$ cat config.mk
export PLATFORM = sky130hd
export DESIGN_NAME = mem_responder_flat
export DESIGN_NICKNAME = d
export VERILOG_FILES = /design/src/rtl/mips_mem_pkg.sv /design/src/rtl/mem_responder_if.sv /design/src/rtl/byte_ram.sv /design/src/rtl/mem_responder.sv /design/src/flat_wrapper.sv
export SDC_FILE = /design/constraint.sdc
export NUM_CORES = 2
export LEC_CHECK = 0
export BUFFER_PORTS_ARGS = -buffer_cell sky130_fd_sc_hd__buf_2
export CAP_MARGIN = 20
export CORE_MARGIN = 2
export CORE_UTILIZATION = 45
export DETAILED_ROUTE_END_ITERATION = 10
export MAX_ROUTING_LAYER = met4
export PLACE_DENSITY_LB_ADDON = 0.08
export SYNTH_ARGS = -nofsm -noshare
export SYNTH_HDL_FRONTEND = slang
export SYNTH_SLANG_ARGS = --single-unit
$ cat constraint.sdc
create_clock -name clk -period 6.2 [get_ports clk]
set_clock_uncertainty 0.05 [all_clocks]
set_input_delay 0.93 -clock clk [delete_from_list [all_inputs] [get_ports clk]]
set_output_delay 0.93 -clock clk [all_outputs]
set_load 0.02 [all_outputs]
$ cat src/rtl/mips_mem_pkg.sv
// Shared types and constants for the multicycle MIPS memory responder.
//   state_e : responder FSM states (IDLE, WAIT, DONE)
//   op_e    : captured access type (OP_RD / OP_WR)
//   DEFAULT_IO_ADDR : byte address of the memory-mapped I/O register
package mips_mem_pkg;

  typedef enum logic [1:0] {
    IDLE = 2'd0,
    WAIT = 2'd1,
    DONE = 2'd2
  } state_e;

  typedef enum logic {
    OP_RD = 1'b0,
    OP_WR = 1'b1
  } op_e;

  localparam logic [7:0] DEFAULT_IO_ADDR = 8'hFF;
  localparam int         MAX_WAIT_STATES = 15;
  localparam int         CNT_W           = 4;

endpackage

$ cat src/rtl/mem_responder_if.sv
// Controller <-> memory bus of the multicycle MIPS core.
//   memread / memwrite : level request strobes from the controller
//   adr / writedata    : byte address and store data
//   memready           : one-cycle completion pulse from the memory side
//   readdata           : load / fetch result, held until the next read completes
// master = controller side, slave = memory responder side.
interface mem_responder_if #(
  parameter int AW = 8,
  parameter int DW = 8
);

  logic          memread;
  logic          memwrite;
  logic [AW-1:0] adr;
  logic [DW-1:0] writedata;
  logic          memready;
  logic [DW-1:0] readdata;

  modport master (
    output memread, memwrite, adr, writedata,
    input  memready, readdata
  );

  modport slave (
    input  memread, memwrite, adr, writedata,
    output memready, readdata
  );

endinterface

$ cat src/rtl/byte_ram.sv
// Byte-wide RAM behind the memory responder.
//   clk   : clock
//   we    : synchronous write enable
//   addr  : shared read/write index
//   wdata : write data
//   rdata : combinational read of mem[addr]
// Contents are not reset.
module byte_ram #(
  parameter int  DW    = 8,
  parameter int  DEPTH = 256,
  localparam int IW    = $clog2(DEPTH)
) (
  input  logic          clk,
  input  logic          we,
  input  logic [IW-1:0] addr,
  input  logic [DW-1:0] wdata,
  output logic [DW-1:0] rdata
);

  logic [DW-1:0] mem [DEPTH];

  always_ff @(posedge clk) begin
    if (we) begin
      mem[addr] <= wdata;
    end
  end

  assign rdata = mem[addr];

endmodule

$ cat src/rtl/mem_responder.sv
// Memory-side responder for the 8-bit multicycle MIPS core.
// Services instruction fetches, LB reads and SB writes against a byte RAM
// with WAIT_STATES programmable wait cycles and one memory-mapped I/O
// register at IO_ADDR.
//   clk, rst : clock, synchronous active-high reset
//   bus      : controller bus (slave modport): memread, memwrite, adr,
//              writedata in; memready pulse and registered readdata out
//   io_in    : external input, returned on reads of IO_ADDR
//   io_out   : external output register, written by stores to IO_ADDR
//   err      : sticky flag, set when memread and memwrite are both high at
//              capture; clears only on rst
module mem_responder
  import mips_mem_pkg::*;
#(
  parameter int          AW          = 8,
  parameter int          DW          = 8,
  parameter int          DEPTH       = 256,
  parameter int          WAIT_STATES = 0,
  parameter logic [AW-1:0] IO_ADDR   = AW'(DEFAULT_IO_ADDR)
) (
  input  logic                  clk,
  input  logic                  rst,
  mem_responder_if.slave        bus,
  input  logic [DW-1:0]         io_in,
  output logic [DW-1:0]         io_out,
  output logic                  err
);

  localparam int IW = $clog2(DEPTH);

  if (DEPTH < 2 || (DEPTH & (DEPTH - 1)) != 0 || DEPTH > (1 << AW)) begin : g_bad_depth
    $error("mem_responder: DEPTH must be a power of two in 2..2^AW");
  end
  if (WAIT_STATES < 0 || WAIT_STATES > MAX_WAIT_STATES) begin : g_bad_wait
    $error("mem_responder: WAIT_STATES must be 0..15");
  end

  state_e             state_q, state_d;
  logic [CNT_W-1:0]   cnt_q, cnt_d;
  logic [AW-1:0]      adr_q, adr_d;
  logic [DW-1:0]      wdata_q, wdata_d;
  op_e                op_q, op_d;
  logic               memready_q, memready_d;
  logic [DW-1:0]      readdata_q, readdata_d;
  logic [DW-1:0]      io_out_q, io_out_d;
  logic               err_q, err_d;

  logic               req;
  logic               commit;
  logic               is_io;
  logic               ram_we;
  logic [DW-1:0]      ram_rdata;

  // Next-state and commit logic. adr_d/wdata_d/op_d always describe the
  // transaction in flight: the live inputs on a capture edge, the captured
  // copy otherwise. That lets a zero-wait access commit on its capture edge.
  always_comb begin
    req        = bus.memread | bus.memwrite;
    state_d    = state_q;
    cnt_d      = cnt_q;
    adr_d      = adr_q;
    wdata_d    = wdata_q;
    op_d       = op_q;
    err_d      = err_q;
    commit     = 1'b0;

    case (state_q)
      IDLE: begin
        if (req) begin
          adr_d   = bus.adr;
          wdata_d = bus.writedata;
          op_d    = bus.memwrite ? OP_WR : OP_RD;
          cnt_d   = CNT_W'(WAIT_STATES);
          if (bus.memread && bus.memwrite) begin
            err_d = 1'b1;
          end
          if (WAIT_STATES == 0) begin
            state_d = DONE;
            commit  = 1'b1;
          end else begin
            state_d = WAIT;
          end
        end
      end
      WAIT: begin
        // Dropping the request mid-wait abandons the access with no side effects.
        if (!req) begin
          state_d = IDLE;
        end else if (cnt_q == CNT_W'(1)) begin
          state_d = DONE;
          commit  = 1'b1;
        end else begin
          cnt_d = cnt_q - CNT_W'(1);
        end
      end
      DONE: begin
        state_d = IDLE;
      end
      default: begin
        state_d = IDLE;
      end
    endcase

    is_io      = (adr_d == IO_ADDR);
    ram_we     = commit && (op_d == OP_WR) && !is_io && !rst;
    io_out_d   = io_out_q;
    readdata_d = readdata_q;
    if (commit) begin
      if (op_d == OP_WR) begin
        if (is_io) begin
          io_out_d = wdata_d;
        end
      end else begin
        readdata_d = is_io ? io_in : ram_rdata;
      end
    end
    memready_d = commit;
  end

  // Control / visible-output registers.
  always_ff @(posedge clk) begin
    if (rst) begin
      state_q    <= IDLE;
      cnt_q      <= '0;
      memready_q <= 1'b0;
      readdata_q <= '0;
      io_out_q   <= '0;
      err_q      <= 1'b0;
    end else begin
      state_q    <= state_d;
      cnt_q      <= cnt_d;
      memready_q <= memready_d;
      readdata_q <= readdata_d;
      io_out_q   <= io_out_d;
      err_q      <= err_d;
    end
  end

  // Captured transaction fields; only meaningful while state_q != IDLE.
  always_ff @(posedge clk) begin
    adr_q   <= adr_d;
    wdata_q <= wdata_d;
    op_q    <= op_d;
  end

  byte_ram #(
    .DW    (DW),
    .DEPTH (DEPTH)
  ) u_ram (
    .clk   (clk),
    .we    (ram_we),
    .addr  (adr_d[IW-1:0]),
    .wdata (wdata_d),
    .rdata (ram_rdata)
  );

  assign bus.memready = memready_q;
  assign bus.readdata = readdata_q;
  assign io_out       = io_out_q;
  assign err          = err_q;

endmodule

$ cat src/flat_wrapper.sv
// flat-port wrapper written by rule: the top's interface ports become plain ports
module mem_responder_flat import mips_mem_pkg::*;
#(
  parameter int          AW          = 8,
  parameter int          DW          = 8,
  parameter int          DEPTH       = 256,
  parameter int          WAIT_STATES = 0,
  parameter logic [AW-1:0] IO_ADDR   = AW'(DEFAULT_IO_ADDR)
)
  (clk, rst, io_in, io_out, err, bus_memread, bus_memwrite, bus_adr, bus_writedata, bus_memready, bus_readdata);
  mem_responder_if #(.AW(AW), .DW(DW)) bus_i ();
  input  logic clk;
  input  logic rst;
  input  logic [DW-1:0] io_in;
  output logic [DW-1:0] io_out;
  output logic err;
  input wire logic [$bits(bus_i.memread)-1:0] bus_memread;
  input wire logic [$bits(bus_i.memwrite)-1:0] bus_memwrite;
  input wire logic [$bits(bus_i.adr)-1:0] bus_adr;
  input wire logic [$bits(bus_i.writedata)-1:0] bus_writedata;
  output wire logic [$bits(bus_i.memready)-1:0] bus_memready;
  output wire logic [$bits(bus_i.readdata)-1:0] bus_readdata;
  assign bus_i.memread = bus_memread;
  assign bus_i.memwrite = bus_memwrite;
  assign bus_i.adr = bus_adr;
  assign bus_i.writedata = bus_writedata;
  assign bus_memready = bus_i.memready;
  assign bus_readdata = bus_i.readdata;
  mem_responder #(.AW(AW), .DW(DW), .DEPTH(DEPTH), .WAIT_STATES(WAIT_STATES), .IO_ADDR(IO_ADDR)) u_core (.clk(clk), .rst(rst), .bus(bus_i), .io_in(io_in), .io_out(io_out), .err(err));
endmodule
### Yosys cells after proc, flatten, opt, wreduce, memory -nomap -nowiden

Memories as Yosys holds them, arrays and structs flattened.
Index checks and enable logic that the tools add are counted.

| word-level totals | value |
|---|---|
| flip-flop bits (word level) | 41 |
| bits in writable memories | 2048 |
| output and inout port bits | 18 |
| logic and storage cells | 55 |
| memories kept | 1 |

Memory list:

| name | depth | width | rd ports | clocked after Yosys merged registers in | wr ports | line | text |
|---|---|---|---|---|---|---|---|
| u_core.u_ram.mem | 256 | 8 | 1 | 0 | 1 | byte_ram.sv:20 | `logic [DW-1:0] mem [DEPTH];` |

| operators by class | value |
|---|---|
| $add $sub $neg | 1 |
| equal/unequal tests | 7 |
| muxes and demuxes | 22 |
| bitwise gates (word level) | 2 |
| reduce and logical (&&, ||, !) cells | 13 |

Operators with widths:

| cell | count |
|---|---|
| 8-bit two-way mux | 5 |
| 4-bit two-way mux | 3 |
| 8-bit equality test, second input constant | 1 |
| 1-bit two-way mux | 8 |
| 4-bit case mux with 2 select lines | 1 |
| 2-bit two-way mux | 3 |
| 3-bit AND reduction | 2 |
| 4-bit by 1-bit equality test with 1-bit output, second input constant | 1 |
| 1-bit logical AND | 4 |
| 2-bit by 1-bit != test with 1-bit output, second input constant | 2 |
| 2-bit case mux with 2 select lines | 1 |
| 2-bit AND reduction | 2 |
| 4-bit AND reduction | 1 |
| 4-bit by 1-bit subtractor with 4-bit output, second input constant | 1 |
| 3-bit != test, second input constant | 1 |
| 2-bit by 1-bit equality test with 1-bit output, second input constant | 1 |
| 1-bit logical NOT | 2 |
| 2-bit logical NOT | 1 |
| 2-bit != test, second input constant | 1 |
| 1-bit case mux with 2 select lines | 1 |
| 2-bit nonzero test | 1 |
| 1-bit inverter | 1 |
| 1-bit OR | 1 |

### Logic depth before layout (Yosys ltp)

| logic depth | value |
|---|---|
| depth after elaboration | 9 |
| mapped depth | 17 |
| depth with buffers taken out | 10 |

### Modules after synthesis

Synthesis repeated with hierarchy kept, for this count alone.

| unflattened totals | value |
|---|---|
| cell total of the unflattened synthesis | 3664 |
| area total of the unflattened synthesis | 79710.2 um2 |

By module, submodules not included:

| module | instances | cells an instance | area an instance (um2) | seq. area each (um2) |
|---|---|---|---|---|
| byte_ram | 1 | 3539 | 78332.6 | 61499.0 |
| mem_responder | 1 | 125 | 1377.6 | 700.7 |

### Least setup slack after synthesis

Ideal clock, no wire load.

| timing path | value |
|---|---|
| path type | input to register |
| from | input port bus_memwrite |
| to | memory u_core.u_ram.mem[0][0], data pin |
| data arrival time | 5356 ps |
| required time | 5322 ps |
| path slack | -34 ps |
| stages | 8 |
| buffers on the path | 5 |
| cells stage by stage | buf_6 o21bai_4 buf_2 buf_2 buf_2 buf_1 nand2_1 nand2_1 |

| on the way | value |
|---|---|
| longest elaborated chain between the ends | 3 |

Ends and longest elaborated chain:

| item | line | text |
|---|---|---|
| start: declaration | flat_wrapper.sv:18 | `input wire logic [$bits(bus_i.memwrite)-1:0] bus_memwrite;` |
| 1-bit OR | mem_responder.sv:58 | `req = bus.memread \| bus.memwrite;` |
| 8-bit two-way mux | mem_responder.sv:69 | `if (req) begin` |
| 8-bit two-way mux | mem_responder.sv:67 | `case (state_q)` |
| net u_core.u_ram.wdata[0] | byte_ram.sv:16 | `input logic [DW-1:0] wdata,` |
| end: declaration | byte_ram.sv:20 |  |

The timed path passes the listed nets, and every way through them passes these cells.

### Worst setup path after layout

| timing path | value |
|---|---|
| from | register u_core.state_q[1] |
| to | register u_core.readdata_q[7] (netlist: u_core.bus.readdata[7]) |

| on the way | value |
|---|---|
| longest elaborated chain between the ends | 4 |
| elaborated cells between the ends (all ways) | 10 |
| those cells by class | 2 x eq/ne; 4 x mux; 1 x bitwise; 2 x reduce/logical; 1 x memory |

Ends and longest elaborated chain:

| item | line | text |
|---|---|---|
| start: declaration | mem_responder.sv:38 | `state_e state_q, state_d;` |
| start signal: assignment | mem_responder.sv:130 | `state_q <= state_d;` |
| 2-bit logical NOT | mem_responder.sv:67 |  |
| 8-bit two-way mux / 1-bit two-way mux (equally long branches) | mem_responder.sv:67 |  |
| memory 256 x 8 bit (tied with other cells) | -- |  |
| 8-bit two-way mux / 2-bit AND reduction (equally long branches) | -- |  |
| end signal: assignment | mem_responder.sv:133 | `readdata_q <= readdata_d;` |
| end: declaration | mem_responder.sv:44 | `logic [DW-1:0] readdata_q, readdata_d;` |

Several ways; a longest one is shown, not always the timed one.
A chain may end at the register's enable or synchronous reset.

==> metrics.txt <==
pwr dens=345 nW/µm²; worst skew pair latency=0.87 ns; Die Area=188000 µm²; drt first pass iters=6; largest net degree at the start of global routing=131; Internal Power=24000 µW; routed vias=52100; Logic pwr share=12.8%; maxcap violations=0; Area Growth Syn to Fin=14.0%; Async SR Flop Fraction=0%; Die Ht=434 µm; r2r startpoint=u_core.state_q[1]; most common cell after layout, fill and taps aside=edfxtp_1; DR iter-0 viols=7274; vias per cell=6.02; Psw=8680 µW; synth unique cells=71; CTS tree=built; number of global-route vias before repair=48800; unrepaired setup endpoints after global routing=false; Core Region=183000 µm²; post-layout min period=4.84 ns; slowest stage delay, CP=0.91 ns; clock network fraction of total power=38.5%; synthesized area=83000 µm²; clk buf depth=3; TritonCTS Buffers=217; I/O Pins=46; Tcrit/Tclk final=78.1%; Max IR drop VDD=0.254 mV; Fmax=206 MHz; EDFF count, synth=2048; Root Driver=clkbuf_16; sequential area share after synthesis=74.9%; final setup TNS=0 ns; Die W=434 µm; worst-margin pin slew=1.33 ns; port bufs=45; Yosys Warn Count=0; final RePlAce weighted congestion=0.916; # DRC=0; CP Data Arrival Time=5.54 ns; Relative slew margins=11.6%; status=finished clean; sequential power share=48.7%; Setup CP Type=reg2reg; Filler cells=15200; Critical Path RT=6.90 ns; Worst Min Path Start=io_in[1]; post-CTS resize count=0; Final Setup Violations=0; H-tree Lvls=4; layout cells sized above 1=12.6%; predominant post-synthesis flop cell=edfxtp_1; drt wl/cell=31.2 µm; Synth Register Bits=2083; DPL Wire Length=168 mm; Cells after Synth=5753; LEAKAGE=0.0318 µW; Post-Route WL=270 mm; Starting Density=45.3%; Worst setup SP type=register; CTS Hold Buffers Added=0; initial antenna violation count=15; first-pass GRT wire length=379 mm; gr ovfl total=0; highest-delay cell along the critical path=nor3_1; Clock transition at path regs=0.07 ns; final hold violations=0; commonest non-fill, non-tap cells in the layout=edfxtp_1, nand2_1, nand3_1, mux2i_1, nor2_1; Slew Limit Fails=0; Tightest Hold Check Type=in2reg; setup bufs post-CTS=0; gr usage total=29.4%; Buf+Inv Stages, Crit Path=2; Cell Rows=157; switching share of power=26.6%; CP startpoint=u_core.state_q[1]; CP Cell Sequence=o21ba_2 > mux2i_4 > buf_4 > buf_4 > mux2i_1 > a32oi_1 > a31oi_1 > nor3_1 > nand4_1 > a22o_1; nets@finish=6025; Crit Path Max Fanout=39; most frequent CP cell=buf_4; Setup crit end kind=register; clk sink count=2083; ANT nets after route=0; syn_area_per_cell=14.4 µm²; delay-heaviest family, CP=compound AO/OA/AOI/OAI gates; Final Util=51.7%
-- worst reg2reg max path: stages, from the launching register on --
cell and delay, ns:
dfxtp_1 0.44, o21ba_2 0.60, mux2i_4 0.50, buf_4 0.58, buf_4 0.48, mux2i_1 0.19
a32oi_1 0.34, a31oi_1 0.26, nor3_1 0.91, nand4_1 0.18, a22o_1 0.22
-- path summary, 6_finish.rpt --
path,slack (ns),cells after the start,end
setup / recovery,1.36,10,u_core.bus.readdata[7]
hold reg to reg,0.42,2,u_core.err
hold / removal,0.34,3,u_core.bus.readdata[1]
setup reg to reg,1.36,10,u_core.bus.readdata[7]
-- sequential cells by signal, indices dropped and copies added, names as in the netlist --
| name | count |
|---|---|
| u_core.wdata_q | 8 |
| u_core.adr_q | 8 |
| u_core.bus.readdata | 8 |
| u_core.err | 1 |
| u_core.bus.memready | 1 |
| u_core.state_q | 1 |
| u_core.u_ram.mem | 2048 |
| u_core.io_out | 8 |
-- through the flow --
step / std cells / worst slack [ns] / hold slack (ns) / area (µm²) / total power [µW]
2_1_floorplan: 5760 / 1.53 / 0.473 / 83100 / 18500
3_3_place_gp: 8237 / 0.770 / 0.397 / 87800 / 20300
3_5_place_dp: 8242 / 0.832 / 0.408 / 87800 / 20300
4_1_cts: 8645 / 1.46 / 0.299 / 94700 / 32800
5_1_grt: 8651 / 1.39 / 0.347 / 94700 / 33500
6_report: 8656 / 1.36 / 0.340 / 94700 / 32700
-- power groups by stage --
stage / logic, µW / clock network [µW] / registers, µW
after floorplan: 2190 / 0 / 16300
after global placement: 4120 / 0 / 16200
after detailed placement: 4140 / 0 / 16200
after CTS: 4150 / 12700 / 15900
after global routing: 4360 / 13300 / 15900
final: 4190 / 12600 / 15900
-- per-layer routing --
metal | track usage [%] | share of wire [%]
met5 | - | 0
met4 | 10.1 | 3.6
met3 | 5.51 | 9.3
met2 | 43.4 | 45
met1 | 41.1 | 42
-- kinds of logic after synthesis --
family / count (synthesis) / synth area share [%]
and+or+nand+nor: 2250 / 11.5
DFF: 2083 / 74.9
AOI/OAI and AO/OA: 564 / 5.07
muxes: 440 / 6.13
buffers and inverters: 415 / 2.45
other: 1 / 0.00452
-- area by class of cell --
cell class	count	area (µm²)	share of cell area [%]
Tap cell	2464	3080	3.26
Inverter	53	216	0.229
Clock inverter	131	1060	1.12
Multi-Input combinational cell	3262	19100	20.2
Clock buffer	272	5750	6.07
Antenna cell	11	27.5	0.0291
Sequential cell	2083	62200	65.7
Timing Repair Buffer	380	3260	3.44
-- cells in the mapped netlist, types with 6 or more instances --
cell type / count / share of area [%]
a32oi_1: 85 / 0.90
nand2b_1: 10 / 0.075
buf_4: 25 / 0.23
o22ai_1: 20 / 0.15
a311oi_1: 29 / 0.31
buf_6: 23 / 0.31
mux2i_1: 379 / 4.6
a22oi_1: 23 / 0.21
dfxtp_1: 35 / 0.84
buf_1: 24 / 0.11
o21ai_0: 31 / 0.19
a221oi_1: 72 / 0.76
o2111ai_1: 15 / 0.16
buf_2: 123 / 0.74
mux2_2: 6 / 0.081
o221ai_1: 13 / 0.14
nor2_1: 318 / 1.4
nor3_1: 29 / 0.17
a2111oi_0: 14 / 0.15
a31oi_1: 63 / 0.47
o211ai_1: 11 / 0.099
a211oi_1: 49 / 0.44
a222oi_1: 6 / 0.072
inv_1: 49 / 0.22
mux4_2: 53 / 1.4
nand4_1: 87 / 0.66
edfxtp_1: 2048 / 74
and3_1: 7 / 0.053
nand3_1: 500 / 3.0
nand2_1: 1254 / 5.7
o31ai_1: 6 / 0.054
clkbuf_1: 164 / 0.74
a21oi_1: 87 / 0.52
nor4_1: 15 / 0.11
Power figures use the tool's default switching activity.
